### config.mk
export PLATFORM = sky130hd
export DESIGN_NAME = ifetch_unit
export DESIGN_NICKNAME = d
export VERILOG_FILES = /design/src/rtl/cpu_types_pkg.sv /design/src/rtl/ifetch_skid.sv /design/src/rtl/ifetch_unit.sv
export SDC_FILE = /design/constraint.sdc
export NUM_CORES = 1
export LEC_CHECK = 0
export ABC_AREA = 1
export BUFFER_PORTS_ARGS = -buffer_cell sky130_fd_sc_hd__buf_2
export CAP_MARGIN = 15
export CORE_UTILIZATION = 48
export CTS_CLUSTER_SIZE = 12
export DETAILED_ROUTE_END_ITERATION = 16
export GPL_TIMING_DRIVEN = 0
export PLACE_DENSITY_LB_ADDON = 0.3
export SLEW_MARGIN = 5
export SYNTH_ARGS = -nofsm -noshare
export SYNTH_HDL_FRONTEND = slang
export SYNTH_SLANG_ARGS = --single-unit
### constraint.sdc
create_clock -name CLK -period 1 [get_ports CLK]
set_clock_uncertainty 0.05 [all_clocks]
set_input_delay 0 -clock CLK [delete_from_list [all_inputs] [get_ports CLK]]
set_output_delay 0 -clock CLK [all_outputs]
set_load 0.02 [all_outputs]
### src/rtl/cpu_types_pkg.sv
// Shared CPU types for the fetch front end.
// Holds the machine word type and the fetch-stage state encoding.
package cpu_types_pkg;

    typedef logic [31:0] word_t;

    typedef enum logic {
        FETCH    = 1'b0,
        BUFFERED = 1'b1
    } ifetch_state_t;

    localparam word_t PC_STEP = 32'd4;

endpackage

### src/rtl/ifetch_skid.sv
// One-entry skid register for the fetch stage.
// Holds an instruction fetched while decode was stalled (IFETCH_SKID_EN builds).
module ifetch_skid
    import cpu_types_pkg::*;
(
    input  logic        CLK,
    input  logic        nRST,
    input  logic        i_load,
    input  logic        i_clr,
    input  logic [31:0] i_instr,
    input  logic [31:0] i_npc,
    output logic [31:0] o_instr,
    output logic [31:0] o_npc,
    output logic        o_full
);

    word_t r_instr;
    word_t r_npc;
    logic  r_full;

    always_ff @(posedge CLK or negedge nRST) begin
        if (!nRST) begin
            r_instr <= '0;
            r_npc   <= '0;
            r_full  <= 1'b0;
        end else if (i_load) begin
            r_instr <= i_instr;
            r_npc   <= i_npc;
            r_full  <= 1'b1;
        end else if (i_clr) begin
            r_full  <= 1'b0;
        end
    end

    assign o_instr = r_instr;
    assign o_npc   = r_npc;
    assign o_full  = r_full;

endmodule

### src/rtl/ifetch_unit.sv
// Instruction fetch stage driving the IF/ID pipeline register.
// Define IFETCH_SKID_EN to add a one-entry skid buffer for fetches hit during a stall.
module ifetch_unit
    import cpu_types_pkg::*;
#(
    parameter logic [31:0] NOP_INSTR = 32'h00000000
) (
    input  logic        CLK,
    input  logic        nRST,
    input  logic [31:0] imemaddr,
    input  logic        ihit,
    input  logic [31:0] imemload,
    input  logic        stall_id,
    input  logic        flush,
    output logic        iREN,
    output logic        pcEN,
    output logic [31:0] instr_id,
    output logic [31:0] npc_id,
    output logic        valid_id
);

    ifetch_state_t r_state;
    ifetch_state_t w_next;

    word_t r_instr;
    word_t r_npc;
    logic  r_valid;

    word_t w_instr_d;
    word_t w_npc_d;
    logic  w_valid_d;
    logic  w_pc_en;
    word_t w_npc_fetch;

    assign w_npc_fetch = imemaddr + PC_STEP;

`ifdef IFETCH_SKID_EN
    logic  w_skid_ld;
    logic  w_skid_clr;
    word_t w_skid_instr;
    word_t w_skid_npc;
    logic  w_skid_full;

    ifetch_skid u_skid (
        .CLK     (CLK),
        .nRST    (nRST),
        .i_load  (w_skid_ld),
        .i_clr   (w_skid_clr),
        .i_instr (imemload),
        .i_npc   (w_npc_fetch),
        .o_instr (w_skid_instr),
        .o_npc   (w_skid_npc),
        .o_full  (w_skid_full)
    );
`endif

    always_comb begin
        w_next    = r_state;
        w_pc_en   = 1'b0;
        w_instr_d = r_instr;
        w_npc_d   = r_npc;
        w_valid_d = r_valid;
`ifdef IFETCH_SKID_EN
        w_skid_ld  = 1'b0;
        w_skid_clr = 1'b0;
`endif
        unique case (r_state)
            FETCH: begin
                if (flush) begin
                    w_pc_en   = 1'b1;
                    w_instr_d = NOP_INSTR;
                    w_valid_d = 1'b0;
                end else if (stall_id) begin
`ifdef IFETCH_SKID_EN
                    if (ihit) begin
                        w_pc_en   = 1'b1;
                        w_skid_ld = 1'b1;
                        w_next    = BUFFERED;
                    end
`endif
                end else if (ihit) begin
                    w_pc_en   = 1'b1;
                    w_instr_d = imemload;
                    w_npc_d   = w_npc_fetch;
                    w_valid_d = 1'b1;
                end else begin
                    w_instr_d = NOP_INSTR;
                    w_valid_d = 1'b0;
                end
            end
            BUFFERED: begin
`ifdef IFETCH_SKID_EN
                if (flush) begin
                    w_pc_en    = 1'b1;
                    w_skid_clr = 1'b1;
                    w_instr_d  = NOP_INSTR;
                    w_valid_d  = 1'b0;
                    w_next     = FETCH;
                end else if (!stall_id) begin
                    w_skid_clr = 1'b1;
                    w_instr_d  = w_skid_instr;
                    w_npc_d    = w_skid_npc;
                    w_valid_d  = w_skid_full;
                    w_next     = FETCH;
                end
`else
                w_next = FETCH;
`endif
            end
        endcase
    end

    always_ff @(posedge CLK or negedge nRST) begin
        if (!nRST) begin
            r_state <= FETCH;
            r_instr <= NOP_INSTR;
            r_npc   <= '0;
            r_valid <= 1'b0;
        end else begin
            r_state <= w_next;
            r_instr <= w_instr_d;
            r_npc   <= w_npc_d;
            r_valid <= w_valid_d;
        end
    end

    // Memory and PC handshakes are silenced while reset is held.
    assign iREN     = nRST && (r_state == FETCH);
    assign pcEN     = nRST && w_pc_en;
    assign instr_id = r_instr;
    assign npc_id   = r_npc;
    assign valid_id = r_valid;

endmodule

# Word-level counts from Yosys, hierarchy flattened
# Index checks and enable logic that the tools add are counted.
[word_totals]
out_inout_bits = 67
word_cells = 17
input_bits = 69
regBits = 65
[classes]
reduce_logical = 2
mux = 8
n_addsub = 1
n_eq_ne = 1
bitwise_logic = 2
[ops]
columns = ["operator", "count"]
rows = [
  ["two-way mux 32 bit", 3],
  ["adder 32 x 3 -> 32 bit, second input constant", 1],
  ["two-way mux 1 bit", 5],
  ["AND reduction 3 bit", 1],
  ["!= test 2 x 1 -> 1 bit, second input constant", 1],
  ["inverter 1 bit", 2],
  ["logical AND 1 bit", 1],
]

# Depth between registers and ports, before layout
[depth]
depth_word = 4
mapped_depth = 9
ltp_nobuf = 9

# Least setup slack after synthesis
# Ideal clock, no wire load.
[synth_path]
path_kind = "input -> register"
startpoint = "input imemaddr[2]"
endpoint = "register r_npc[14], in the netlist npc_id[14]"
setup_slack_ns = -0.043
required_time_ns = 0.833
cell_stages = 8
setup_ns = 0.117
n_path_buf = 0
t_arrival_ns = 0.875
path_cell_list = "ha_1 -> nand2_2 -> nor2_4 -> nand2_4 -> nor2_2 -> or2_2 -> nand3_1 -> nand2_1"
[synth_via]
elab_chain_len = 1
[synth_lines]
columns = ["item", "line", "rtl"]
rows = [
  ["start: declaration", "ifetch_unit.sv:10", "input logic [31:0] imemaddr,"],
  ["adder 32 x 3 -> 32 bit", "ifetch_unit.sv:35", "assign w_npc_fetch = imemaddr + PC_STEP;"],
  ["end signal: assignment", "ifetch_unit.sv:122", "r_npc <= w_npc_d;"],
  ["end: declaration", "ifetch_unit.sv:26", "word_t r_npc;"],
]
# Every way passes these cells.
# A chain may end at the register's enable or synchronous reset.

# Final worst setup path
[layout_path]
startpoint = "register r_instr[17], in the netlist instr_id[17]"
endpoint = "output instr_id[17]"
[layout_rtl]
columns = ["item", "line", "rtl"]
rows = [
  ["start: declaration", "ifetch_unit.sv:25", "word_t r_instr;"],
  ["start signal: assignment", "ifetch_unit.sv:121", "r_instr <= w_instr_d;"],
  ["end: declaration", "ifetch_unit.sv:17", "output logic [31:0] instr_id,"],
]
# No word-level cell between the ends.

==> metrics.md <==
| Metric | Value |
|---|---|
| CP max stage cell | `dfrtp_1` |
| Crit Path Max Fanout | `2` |
| Ratio of cells with drive above 1 in the final layout | `30.33%` |
| Vias in the first global route | `about 3600` |
| Leak Pwr | `2.561 nW` |
| Syn Area/Cell | `8.573 um^2` |
| Clock latency on the worst-skew pair | `around 0.32 ns` |
| Fin. Hold Viols | `65` |
| Iteration-0 DRC Markers | `198` |
| Die Area | `7194 um^2` |
| Final cycle utilization of the critical path | `96.18%` |
| Placer's final routability congestion estimate | `0.9355` |
| Worst path required time | `about 0.95 ns` |
| Startpoint Class | `register` |
| Gr usage total | `between 20 and 30%` |
| Core Box Area | `approximately 6500 um^2` |
| Final Setup Violations | `0` |
| Hold Crit Class | `in2async` |
| Sequential fraction of the synthesis area | `49.41%` |
| Hpwl dp | `approximately 6.4 mm` |
| CP cell instances | `buf_2` |
| Num rows | `29` |
| Post-synthesis register bit count | `65` |
| Max VDD drop | `roughly 0.73 mV` |
| CTS tree | `built` |
| Placed cells | `595` |
| WS Path Type | `reg2out` |
| Clock transition at path regs | `0.08 ns` |
| Post-route insts no fill | `678` |
| FF-to-FF Start | `instr_id[14]` |
| Post-route ant nets | `0` |
| Initial antenna violation count | `1` |
| Critical Path AT | `between 0.9 and 1 ns` |
| R2R Path End | `instr_id[14]` |
| Yosys cell types | `27` |
| Largest net degree at the start of global routing | `between 60 and 70` |
| DR DRC count | `10` |
| Num CTS Buffers | `9` |
| Die width | `84.82 um` |
| Worst relative slew slack | `between 60% and 70%` |
| I/O pin count | `roughly 140` |
| Drt wl/cell | `14.73 um` |
| R2R Setup Slk | `0.14 ns` |
| CTS Hold Bufs | `66` |
| Worst Setup EP | `instr_id[17]` |
| Post-Syn Nets | `454` |
| DR vias/cell | `5.206` |
| Actual slew at the worst max-slew pin | `0.5221 ns` |
| Area grow syn2layout | `50.21%` |
| Grt total ovfl | `0` |
| Violated checks | `design-rule violations, negative hold slack` |
| Synth warn | `0` |
| Endpoint type of the worst setup path | `output port` |
| Via count | `3530` |
| Cell count after synthesis | `384` |
| Pwr dens | `1400 nW/um^2` |
| Tightest hold margin | `-0.4056 ns` |
| Crit path depth | `1` |
| Buf/Inv on CP | `1` |
| Drt total wl | `roughly 10 mm` |
| Clk root buf | `clkbuf_8` |
| Fin crit period | `between 0.9 and 1 ns` |
| Synthesized area | `3292 um^2` |
| Clock Sinks | `65` |
| Nets | `665` |
| Global-route wire length before repair | `around 17 mm` |
| Crit-path max cell delay | `slightly above 0.4 ns` |
| Initial Util | `50.68%` |
| Max Root-Sink Buffers | `2` |
| Cells on worst reg2reg path | `1` |
| Max-slew violation count | `0` |
| Die height | `roughly 85 um` |
| Status | `finished with violations` |
| Maximum Capacitance Violations | `0` |
| Delay-heaviest family, CP | `flip-flops` |
| CP Launch Point | `instr_id[17]` |
| Initial DRT Pass Iterations | `12` |
| Max Clk Rate | `1.040 GHz` |
| PortBufs | `134` |
| H-tree lvl count | `3` |
-- Yosys cell counts --
| master | number | share of area, % |
|---|---|---|
| nor2_1 | 31 | 3.5 |
| buf_6 | 4 | 1.4 |
| nand2_2 | 6 | 1.1 |
| buf_12 | 1 | 0.61 |
| xnor2_1 | 3 | 0.80 |
| or2_1 | 1 | 0.19 |
| ha_1 | 1 | 0.38 |
| nor2_2 | 4 | 0.76 |
| dfrtp_1 | 65 | 49 |
| nand2_1 | 132 | 15 |
| nand3_1 | 35 | 5.3 |
| buf_2 | 1 | 0.15 |
| or2_2 | 2 | 0.38 |
| o21ai_1 | 1 | 0.15 |
| clkbuf_1 | 10 | 1.1 |
| a21oi_1 | 1 | 0.15 |
| nand2_4 | 1 | 0.34 |
| and2_1 | 2 | 0.38 |
| inv_2 | 2 | 0.23 |
| o21ai_0 | 9 | 1.4 |
| inv_1 | 23 | 2.6 |
| o21bai_1 | 4 | 0.91 |
| xor2_1 | 3 | 0.80 |
| o21a_1 | 1 | 0.23 |
| buf_4 | 2 | 0.46 |
| nor2_4 | 7 | 2.4 |
| a32o_1 | 32 | 9.7 |
-- where the power goes --
part / leakage (nW) / internal, mW / switching, mW
combinational: 1.62 / 0.669 / 0.947
clock: 0.0949 / 1.22 / 1.06
sequential: 0.849 / 2.89 / 0.136
total: 2.56 / 4.78 / 2.14
-- kinds of logic (layout without fill, tap and decap cells) --
logic type / count (synthesis) / after routing / synth area share [%]
flops: 65 / 65 / 49.41
fa+ha+maj: 1 / 1 / 0.3800
other cells: 0 / 1 / 0
buf+inv: 43 / 259 / 6.575
simple gates: 221 / 221 / 29.49
xor+xnor: 6 / 6 / 1.597
compound gates: 48 / 48 / 12.54
-- worst min-delay path by stage --
| stage | to | slack, ns | cells past startpoint |
|---|---|---|---|
| after global placement | npc_id[0] | 0.15 | 3 |
| after floorplan | instr_id[0] | -0.35 | 0 |
| after detailed placement | npc_id[4] | 0.11 | 1 |
| after global routing | npc_id[10] | -0.36 | 1 |
| after CTS | npc_id[4] | -0.37 | 1 |
| final | npc_id[4] | -0.41 | 1 |
-- cell type report --
class                   instances  area (um^2)
diodes                          1        2.502
plain buffers                  18        122.6
clock buffers                  10        137.6
clock inverters                 6        66.31
fillers                       460         1550
inverters                      25        93.84
multi-input cells             276         1459
flip-flops and latches         65         1627
well taps                      77        96.34
repair buffers                200         1340
-- flip-flops by register name, summed over array words and instances, names as in the netlist --
name and flops:
instr_id 32, valid_id 1, npc_id 32
-- cells in the final DEF (no fill, tap or decap), types with 2 or more instances in the layout --
| master | instances |
|---|---|
| buf_2 | 134 |
| nand2_1 | 131 |
| dlygate4sd3_1 | 66 |
| dfrtp_1 | 65 |
| nand3_1 | 35 |
| a32o_1 | 32 |
| nor2_1 | 31 |
| inv_1 | 23 |
| clkbuf_8 | 11 |
| clkbuf_1 | 10 |
| o21ai_0 | 9 |
| nor2_4 | 8 |
| nand2_2 | 7 |
| buf_6 | 4 |
| o21bai_1 | 4 |
| nor2_2 | 3 |
| xor2_1 | 3 |
| xnor2_1 | 3 |
| clkinvlp_4 | 3 |
| buf_4 | 2 |
| inv_2 | 2 |
| and2_1 | 2 |
| or2_2 | 2 |
-- through the flow --
step            TNS, ns  area [um^2]  total power, mW  worst slack [ns]  util (%)
6_report              0         4945            6.921           0.03822     76.13
4_1_cts               0         4932            6.926           0.05453     75.94
3_5_place_dp     -4.912         4064            4.456           -0.2351     62.57
2_1_floorplan         0         3294            3.843          0.008196         -
3_3_place_gp     -28.35         4061            4.426           -0.5811     62.53
5_1_grt        -0.01692         4945            7.257         -0.008279     76.13
-- metal layers --
layer	global-route usage (%)	wire, um	up-vias
li1	-	-	1704
met2	52.99	5070	145
met1	36.01	4034	1656
met4	12.17	297	0
met3	4.475	582	25
met5	0	0	-
-- what timing repair did --
| action | CTS | global route |
|---|---|---|
| setup endpoints to repair | 2 | 3 |
| hold endpoints to repair | 126 | 65 |
| pin swaps | 0 | 1 |
| resized for setup | 1 | 3 |
| setup buffers | 0 | 0 |
Power figures use the tool's default switching activity.
